`config.mk`:
```
export PLATFORM = sky130hd
export DESIGN_NAME = instr_enc_flat
export DESIGN_NICKNAME = d
export VERILOG_FILES = /design/src/rtl/instr_enc_if.sv /design/src/rtl/instr_enc.sv /design/src/flat_wrapper.sv
export SDC_FILE = /design/constraint.sdc
export NUM_CORES = 1
export LEC_CHECK = 0
export ABC_CLOCK_PERIOD_IN_PS = 6550
export BUFFER_PORTS_ARGS = -buffer_cell sky130_fd_sc_hd__buf_2
export CORE_MARGIN = 2
export CORE_UTILIZATION = 46
export DETAILED_ROUTE_END_ITERATION = 7
export PLACE_DENSITY = 0.71
export SLEW_MARGIN = 40
export SYNTH_ARGS = -nofsm -noshare
export SYNTH_HDL_FRONTEND = slang
export SYNTH_SLANG_ARGS = --single-unit
```
`constraint.sdc`:
```
create_clock -name clk -period 6.55 [get_ports clk]
set_input_delay 0.9825 -clock clk [delete_from_list [all_inputs] [get_ports clk]]
set_output_delay 0.9825 -clock clk [all_outputs]
set_load 0.05 [all_outputs]
```
`src/rtl/instr_enc_if.sv`:
```
// Field-bundle handshake and program-memory write bus for the MSP430 instruction encoder.
interface instr_enc_if;
    logic        in_valid;
    logic        in_ready;
    logic [1:0]  fmt;
    logic [3:0]  op;
    logic [3:0]  src_reg;
    logic [3:0]  dst_reg;
    logic [1:0]  As;
    logic        Ad;
    logic        BW;
    logic [15:0] src_ext;
    logic [15:0] dst_ext;
    logic [9:0]  jmp_off;
    logic        addr_load;
    logic [15:0] base_addr;
    logic        mem_ready;
    logic [15:0] MAB_out;
    logic [15:0] MDB_in;
    logic        MW;
    logic        busy;
    logic        done;
    logic        err;
    logic [1:0]  instr_len;

    modport master (
        output in_valid, fmt, op, src_reg, dst_reg, As, Ad, BW, src_ext, dst_ext,
               jmp_off, addr_load, base_addr, mem_ready,
        input  in_ready, MAB_out, MDB_in, MW, busy, done, err, instr_len
    );

    modport slave (
        input  in_valid, fmt, op, src_reg, dst_reg, As, Ad, BW, src_ext, dst_ext,
               jmp_off, addr_load, base_addr, mem_ready,
        output in_ready, MAB_out, MDB_in, MW, busy, done, err, instr_len
    );
endinterface

```
`src/rtl/instr_enc.sv`:
```
// MSP430 instruction encoder: turns decoded fields into the instruction word plus optional
// source/destination extension words and writes them to program memory at an incrementing address.
module instr_enc #(
    parameter logic [15:0] START_ADDR = 16'hC000,
    parameter logic [15:0] ADDR_STEP  = 16'd2
) (
    input logic        clk,
    input logic        rst,
    instr_enc_if.slave bus
);
    typedef enum logic [1:0] {IDLE, W_INSTR, W_SRC, W_DST} state_t;

    state_t      state, state_nxt;
    logic [15:0] addr;
    logic [15:0] instr_word, src_word, dst_word;
    logic        src_need, dst_need;
    logic        done_r, err_r, last;
    logic [1:0]  len_r;
    logic        bad;

    function automatic logic bundle_bad(input logic [1:0] fmt, input logic [3:0] op);
        return (fmt == 2'd0) || (fmt == 2'd1 && op < 4'd4) || (fmt == 2'd2 && op[2:0] == 3'd7);
    endfunction

    function automatic logic [15:0] encode(input logic [1:0] fmt, input logic [3:0] op,
                                           input logic [3:0] sreg, input logic [3:0] dreg,
                                           input logic [1:0] as_m, input logic ad_m,
                                           input logic bw, input logic [9:0] off);
        case (fmt)
            2'd1:    return {op, sreg, ad_m, bw, as_m, dreg};
            2'd2:    return (op[2:0] == 3'd6) ? 16'h1300 : {6'b000100, op[2:0], bw, as_m, dreg};
            2'd3:    return {3'b001, op[2:0], off};
            default: return 16'h0000;
        endcase
    endfunction

    // R3 never needs an extension (constant generator); R2 only for the indexed/absolute form.
    function automatic logic src_ext_needed(input logic [1:0] fmt, input logic [3:0] sreg,
                                            input logic [3:0] dreg, input logic [1:0] as_m);
        logic [3:0] r;
        r = (fmt == 2'd1) ? sreg : dreg;
        if (fmt != 2'd1 && fmt != 2'd2) return 1'b0;
        return (as_m == 2'b01 && r != 4'd3) || (as_m == 2'b11 && r == 4'd0);
    endfunction

    assign bad           = bundle_bad(bus.fmt, bus.op);
    assign bus.busy      = (state != IDLE);
    assign bus.in_ready  = (state == IDLE);
    assign bus.MAB_out   = addr;
    assign bus.done      = done_r;
    assign bus.err       = err_r;
    assign bus.instr_len = len_r;

    always_comb begin
        state_nxt  = state;
        bus.MW     = 1'b0;
        bus.MDB_in = 16'h0000;
        last       = 1'b0;
        case (state)
            IDLE: begin
                if (bus.in_valid && !bad) state_nxt = W_INSTR;
            end
            W_INSTR: begin
                bus.MW     = 1'b1;
                bus.MDB_in = instr_word;
                if (bus.mem_ready) begin
                    if (src_need)      state_nxt = W_SRC;
                    else if (dst_need) state_nxt = W_DST;
                    else begin
                        state_nxt = IDLE;
                        last      = 1'b1;
                    end
                end
            end
            W_SRC: begin
                bus.MW     = 1'b1;
                bus.MDB_in = src_word;
                if (bus.mem_ready) begin
                    if (dst_need) state_nxt = W_DST;
                    else begin
                        state_nxt = IDLE;
                        last      = 1'b1;
                    end
                end
            end
            W_DST: begin
                bus.MW     = 1'b1;
                bus.MDB_in = dst_word;
                if (bus.mem_ready) begin
                    state_nxt = IDLE;
                    last      = 1'b1;
                end
            end
            default: state_nxt = IDLE;
        endcase
    end

    always_ff @(posedge clk) begin
        if (rst) begin
            state  <= IDLE;
            addr   <= START_ADDR;
            done_r <= 1'b0;
            err_r  <= 1'b0;
            len_r  <= 2'd0;
        end else begin
            state  <= state_nxt;
            done_r <= last;
            err_r  <= 1'b0;
            if (state == IDLE) begin
                // A same-cycle load lands first, so an accepted bundle starts at base_addr.
                if (bus.addr_load) addr <= bus.base_addr & 16'hFFFE;
                if (bus.in_valid)  err_r <= bad;
            end else if (bus.mem_ready) begin
                addr <= addr + ADDR_STEP;
            end
            if (last) len_r <= 2'd1 + {1'b0, src_need} + {1'b0, dst_need};
        end
    end

    // Accepted bundle is captured once so later input changes cannot disturb the write burst.
    always_ff @(posedge clk) begin
        if (state == IDLE && bus.in_valid && !bad) begin
            instr_word <= encode(bus.fmt, bus.op, bus.src_reg, bus.dst_reg, bus.As, bus.Ad,
                                 bus.BW, bus.jmp_off);
            src_word   <= bus.src_ext;
            dst_word   <= bus.dst_ext;
            src_need   <= src_ext_needed(bus.fmt, bus.src_reg, bus.dst_reg, bus.As);
            dst_need   <= (bus.fmt == 2'd1) && bus.Ad;
        end
    end
endmodule

```
`src/flat_wrapper.sv`:
```
// flat-port wrapper written by rule: the top's interface ports become plain ports
module instr_enc_flat 
#(
    parameter logic [15:0] START_ADDR = 16'hC000,
    parameter logic [15:0] ADDR_STEP  = 16'd2
)
  (clk, rst, bus_in_valid, bus_fmt, bus_op, bus_src_reg, bus_dst_reg, bus_As, bus_Ad, bus_BW, bus_src_ext, bus_dst_ext, bus_jmp_off, bus_addr_load, bus_base_addr, bus_mem_ready, bus_in_ready, bus_MAB_out, bus_MDB_in, bus_MW, bus_busy, bus_done, bus_err, bus_instr_len);
  instr_enc_if bus_i ();
  input logic clk;
  input logic rst;
  input wire logic [$bits(bus_i.in_valid)-1:0] bus_in_valid;
  input wire logic [$bits(bus_i.fmt)-1:0] bus_fmt;
  input wire logic [$bits(bus_i.op)-1:0] bus_op;
  input wire logic [$bits(bus_i.src_reg)-1:0] bus_src_reg;
  input wire logic [$bits(bus_i.dst_reg)-1:0] bus_dst_reg;
  input wire logic [$bits(bus_i.As)-1:0] bus_As;
  input wire logic [$bits(bus_i.Ad)-1:0] bus_Ad;
  input wire logic [$bits(bus_i.BW)-1:0] bus_BW;
  input wire logic [$bits(bus_i.src_ext)-1:0] bus_src_ext;
  input wire logic [$bits(bus_i.dst_ext)-1:0] bus_dst_ext;
  input wire logic [$bits(bus_i.jmp_off)-1:0] bus_jmp_off;
  input wire logic [$bits(bus_i.addr_load)-1:0] bus_addr_load;
  input wire logic [$bits(bus_i.base_addr)-1:0] bus_base_addr;
  input wire logic [$bits(bus_i.mem_ready)-1:0] bus_mem_ready;
  output wire logic [$bits(bus_i.in_ready)-1:0] bus_in_ready;
  output wire logic [$bits(bus_i.MAB_out)-1:0] bus_MAB_out;
  output wire logic [$bits(bus_i.MDB_in)-1:0] bus_MDB_in;
  output wire logic [$bits(bus_i.MW)-1:0] bus_MW;
  output wire logic [$bits(bus_i.busy)-1:0] bus_busy;
  output wire logic [$bits(bus_i.done)-1:0] bus_done;
  output wire logic [$bits(bus_i.err)-1:0] bus_err;
  output wire logic [$bits(bus_i.instr_len)-1:0] bus_instr_len;
  assign bus_i.in_valid = bus_in_valid;
  assign bus_i.fmt = bus_fmt;
  assign bus_i.op = bus_op;
  assign bus_i.src_reg = bus_src_reg;
  assign bus_i.dst_reg = bus_dst_reg;
  assign bus_i.As = bus_As;
  assign bus_i.Ad = bus_Ad;
  assign bus_i.BW = bus_BW;
  assign bus_i.src_ext = bus_src_ext;
  assign bus_i.dst_ext = bus_dst_ext;
  assign bus_i.jmp_off = bus_jmp_off;
  assign bus_i.addr_load = bus_addr_load;
  assign bus_i.base_addr = bus_base_addr;
  assign bus_i.mem_ready = bus_mem_ready;
  assign bus_in_ready = bus_i.in_ready;
  assign bus_MAB_out = bus_i.MAB_out;
  assign bus_MDB_in = bus_i.MDB_in;
  assign bus_MW = bus_i.MW;
  assign bus_busy = bus_i.busy;
  assign bus_done = bus_i.done;
  assign bus_err = bus_i.err;
  assign bus_instr_len = bus_i.instr_len;
  instr_enc #(.START_ADDR(START_ADDR), .ADDR_STEP(ADDR_STEP)) u_core (.clk(clk), .rst(rst), .bus(bus_i));
endmodule
```
* Word level (Yosys, flattened, before mapping)
Index checks and enable logic that the tools add are counted.
W data, S select, Z words.
** Storage, ports and cells
- Word-level logic and storage cells :: 81
- Output and inout port bits :: 39
- Input port bits :: 81
- Register bits :: 72
** Operators by class
- Bitwise logic cells :: 2
- Reduce and logical (&&, ||, !) cells :: 22
- Multiplexer cells :: 25
- Order comparisons :: 1
- Equality and inequality tests :: 18
- Add/sub/neg operators :: 3
** Operators with widths (count)
- $pmux W16 S3 :: 2
- $mux W16 :: 3
- $add A16 B2 Y16 const B :: 1
- $mux W2 :: 6
- $eq A2 B2 Y1 const B :: 5
- $mux W1 :: 10
- $mux W10 :: 1
- $ne A2 B2 Y1 const B :: 5
- $logic_and A1 B1 Y1 :: 9
- $pmux W2 S4 :: 1
- $eq A2 B1 Y1 const B :: 3
- $eq A3 B3 Y1 const B :: 2
- $reduce_or A3 Y1 :: 2
- $logic_not A2 Y1 :: 2
- $logic_not A4 Y1 :: 1
- $lt A4 B3 Y1 const B :: 1
- $mux W4 :: 1
- $ne A2 B1 Y1 const B :: 2
- $ne A4 B2 Y1 const B :: 1
- $reduce_and A4 Y1 :: 1
- $reduce_bool A2 Y1 :: 2
- $logic_or A1 B1 Y1 :: 3
- $pmux W1 S3 :: 1
- $add A1 B1 Y2 const A :: 1
- other kinds (4) :: 5

* Depth between registers and ports, before layout
- Depth in word-level cells :: 8
- Gate-level depth with buffers :: 7

* Least setup slack after synthesis
OpenSTA, ideal clock, no wires.
- Path type :: input -> register
- Start :: input bus_fmt[1]
- End :: register u_core.dst_need (enable)
- Path slack :: 2366 ps
- Stages on the path :: 5
- Buffers on the path :: 0
- Setup time :: 458 ps
- Arrival :: 3727 ps
- Cell sequence :: inv_1 ha_1 or3b_2 nand4b_1 nor2_1
** Between the ends
- Cells in the longest elaborated chain, start to end :: 6
- Elaborated cells between the ends (all ways) :: 9
- Classes of those cells :: eq/ne: 2; reduce/logical: 7
** RTL lines
- start, declared :: RTL line flat_wrapper.sv:12 : input wire logic [$bits(bus_i.fmt)-1:0] bus_fmt;
- $eq A2 B1 Y1 :: RTL line instr_enc.sv:22 : return (fmt == 2'd0) || (fmt == 2'd1 && op < 4'd4) || (fmt == 2'd2 && op[2:0] == 3'd7);
- $logic_and A1 B1 Y1 :: RTL line instr_enc.sv:22
- $logic_or A1 B1 Y1 :: RTL line instr_enc.sv:22
- $logic_or A1 B1 Y1 * :: RTL line instr_enc.sv:22
- $logic_not A1 Y1 * :: RTL line instr_enc.sv:122 : if (state == IDLE && bus.in_valid && !bad) begin
- $logic_and A1 B1 Y1 * :: RTL line instr_enc.sv:122
- end signal, assigned :: RTL line instr_enc.sv:128 : dst_need <= (bus.fmt == 2'd1) && bus.Ad;
- end, declared :: RTL line instr_enc.sv:16 : logic src_need, dst_need;
Every way passes the cells marked *; elsewhere a longest branch is shown, timed or not.
A chain may end at the register's enable or synchronous reset.

* Final worst setup path
- Start :: register u_core.state[1]
- End :: output bus_MDB_in[15]
** Between the ends
- Cells in the longest elaborated chain, start to end :: 2
- Elaborated cells between the ends (all ways) :: 4
- Classes of those cells :: eq/ne: 3; mux: 1
** RTL lines
- start, declared :: RTL line instr_enc.sv:13 : state_t state, state_nxt;
- start signal, assigned :: RTL line instr_enc.sv:106 : state <= state_nxt;
- $eq A2 B2 Y1 / $eq A2 B1 Y1 (equally long branches) :: RTL line instr_enc.sv:59 : case (state)
- $pmux W16 S3 * :: RTL line instr_enc.sv:59
- end, declared :: RTL line flat_wrapper.sv:27 : output wire logic [$bits(bus_i.MDB_in)-1:0] bus_MDB_in;
Marks and branches as above.

==> metrics.yaml <==
status: "finished, final reports clean"
grt_usage_pct: 21.54
ys_top_cells_by_area: "edfxtp_1 (44%), dfxtp_1 (12%), a222oi_1 (5.3%)"
endpoint_kind: "output pin"
start_util_pct: 47.27
grt_pass1_vias: 2817
antenna_cells: 0
syn_to_final_growth_pct: 25.00
synth_compound_area_share_pct: 17.63
path_class: "flop to output pin"
cp_max_fo: 18
ios: 120
dp_worst_setup_slack_ns: 3.436
synth_top_area_share_pct: 43.80
grt-ovfl-total: 0
vdd_drop_max_v: 0.0001424
synth_top_cell_by_area: "edfxtp_1"
synth-edff-count: 50
setup_viol: 0
post_dp_cell_area_mm2: 0.004089
clockBufferDepth: 2
die_area_mm2: 0.008160
drive_gt1_share_pct: 35.00
syn_nets: 396
fillCellCount: 636
die_w_um: 90.33
ant_nets: 0
initialDrtViolationCount: 218
worst_pin_slew_ns: 0.7695
clock_latency_ns: 0.34
ys_ff_latch: 71
synth_top_family_by_area: "compound AO/OA/AOI/OAI gates"
cap_viol_max_count: 0
arrival_ns: 2.14
die_h_um: 90.33
synth_cells: 302
slowest_delay_ns: 0.69
synthXorXnorAreaFrac_pct: 0
wl_met2_mm: 4.123
grt_max_degree: 51
synth_flop_cell: "edfxtp_1"
path_cells: "ha_1 > a222oi_1 > nor2_1 > buf_2"
cp-start-kind: "flop"
routed_via_density: 5.609
synth.most_common_cell: "edfxtp_1"
wl_met3_um: 852
fmax_ghz: 0.3198
clk_pin_slew_ns: 0.08
gp_congestion: 0.8503
required_ns: 5.57
route.detailed.drc: 0
maxUsedRoutingLayer: "met4"
layout_setup_ws_ns: 3.423
ys_warn_count: 0
relSlewSlack_pct: 48.70
path_buf_inv: 1
cts_buffers: 9
cp_top_family: "adder cells"
yosys.area_share.simple_pct: 14.56
p_leak_uw: 0.001791
vias: 2911
synth_commonest_cells: "edfxtp_1 (50), nor2_1 (45), dfxtp_1 (21)"
ctsResizeCount: 0
antenna_found_initial: 1
post_drt_wl_per_cell_um: 16.72
rows: 31
grt_first_pass_wirelength_mm: 13.70
async_reset_ff_share_pct: 0
rsz0062_at_grt: "false"
finalCriticalPeriod_ns: 3.127
core_area_mm2: 0.007253
fin_crit_sh_pct: 47.75
setup_tns_ns: 0
yosysSeqAreaShare_pct: 56.06
drt_first_pass_iters: 6
layout.nets: 509
hold_path.class: "flop to flop"
synth_fa_ha_area_share_pct: 4.745
io_buffer_count: 117
cts_setup_buffers: 0
drv_slew: 0
powerDensity_mw_per_mm2: 332.6
ctsHoldBuffers: 0
drt-total-wl_mm: 8.680
cts.sinks: 71
clock_skew_ns: 0.01229
dp_hpwl_mm: 6.022
syn-cell-area_mm2: 0.003428
wl_met1_mm: 3.541
cts_tree: "yes"
root_buffer: "clkbuf_8"
muxShareOfSynthArea_pct: 3.394
critPathSlowestCell: "ha_1"
final_cell_area_mm2: 0.004285
postSynthAreaPerCell_um2: 11.35
hold_violations: 0
cts-htree-levels: 3
ys_types: 51
-- per-stage QoR --
stage	cells	power, µW	hold slack [ns]	util (%)
detailed placement	503	1092	0.4883	56.37
CTS	519	1431	0.5004	58.98
finish	519	1425	0.4985	59.08
global route	519	1499	0.5335	59.08
floorplan	302	963.8	0.5025	-
global placement	503	1082	0.4787	56.37
-- logic make-up after synthesis --
logic type	Yosys count
buf+inv	30
flops	71
fa+ha+maj	13
simple gates	102
compound gates	74
mux	11
other cells	1
-- sequential cells by signal (all words and copies together), names as in the netlist --
name / count
u_core.instr_word: 16
u_core.bus.err: 1
u_core.src_need: 1
u_core.dst_word: 16
u_core.state: 2
u_core.dst_need: 1
u_core.bus.instr_len: 2
u_core.bus.MAB_out: 15
u_core.src_word: 16
u_core.bus.done: 1
-- path summary, 6_finish.rpt --
kind	start	end	slack [ns]	depth (start not counted)
setup reg to reg	u_core.state[0]$_SDFFE_PP0P_	u_core.dst_word[3]$_DFFE_PP_	4.25	6
hold reg to reg	u_core.bus.MAB_out[14]$_SDFFE_PP1P_	u_core.bus.MAB_out[14]$_SDFFE_PP1P_	0.50	2
setup / recovery	u_core.state[1]$_SDFFE_PP0P_	bus_MDB_in[15]	3.42	4
hold / removal	u_core.bus.MAB_out[14]$_SDFFE_PP1P_	u_core.bus.MAB_out[14]$_SDFFE_PP1P_	0.50	2
-- layer usage --
metal,track usage (%),up-vias
li1,-,1402
met1,28.20,1357
met2,33.77,137
met3,5.426,15
met4,10.00,0
met5,0,-
-- report_power, final --
part	internal, µW	switching, µW
clock network	176	164
registers	559	49.4
logic	138	339
total	873	552
-- area by class of cell --
type,instances,area (µm²),share of cell area (%)
repair buffers,119,600.6,14.01
clock buffers,11,131.4,3.066
inverters,13,48.80,1.139
flip-flops and latches,71,1922,44.85
clock inverters,5,57.56,1.343
multi-input cells,201,1401,32.70
well taps,99,123.9,2.891
-- placed cells by master (no fill, tap or decap), drive strengths merged, types with 6 or more instances in the layout --
| master | instances |
|---|---|
| nor3 | 7 |
| clkbuf | 11 |
| edfxtp | 50 |
| ha | 13 |
| inv | 14 |
| a21oi | 9 |
| nor2 | 45 |
| mux2i | 6 |
| dfxtp | 21 |
| buf | 119 |
| and2 | 6 |
| a22oi | 12 |
| nand2 | 15 |
| nor4 | 6 |
| a222oi | 18 |
-- worst reg2reg max path: cells and delay by family (launching register included) --
family	cells	cell delay, ns
adder cells (fa/ha/maj)	1	0.17
AND/OR/NAND/NOR	1	0.14
buffers and inverters	4	1.26
flip-flops	1	0.36
Power figures use the tool's default switching activity.
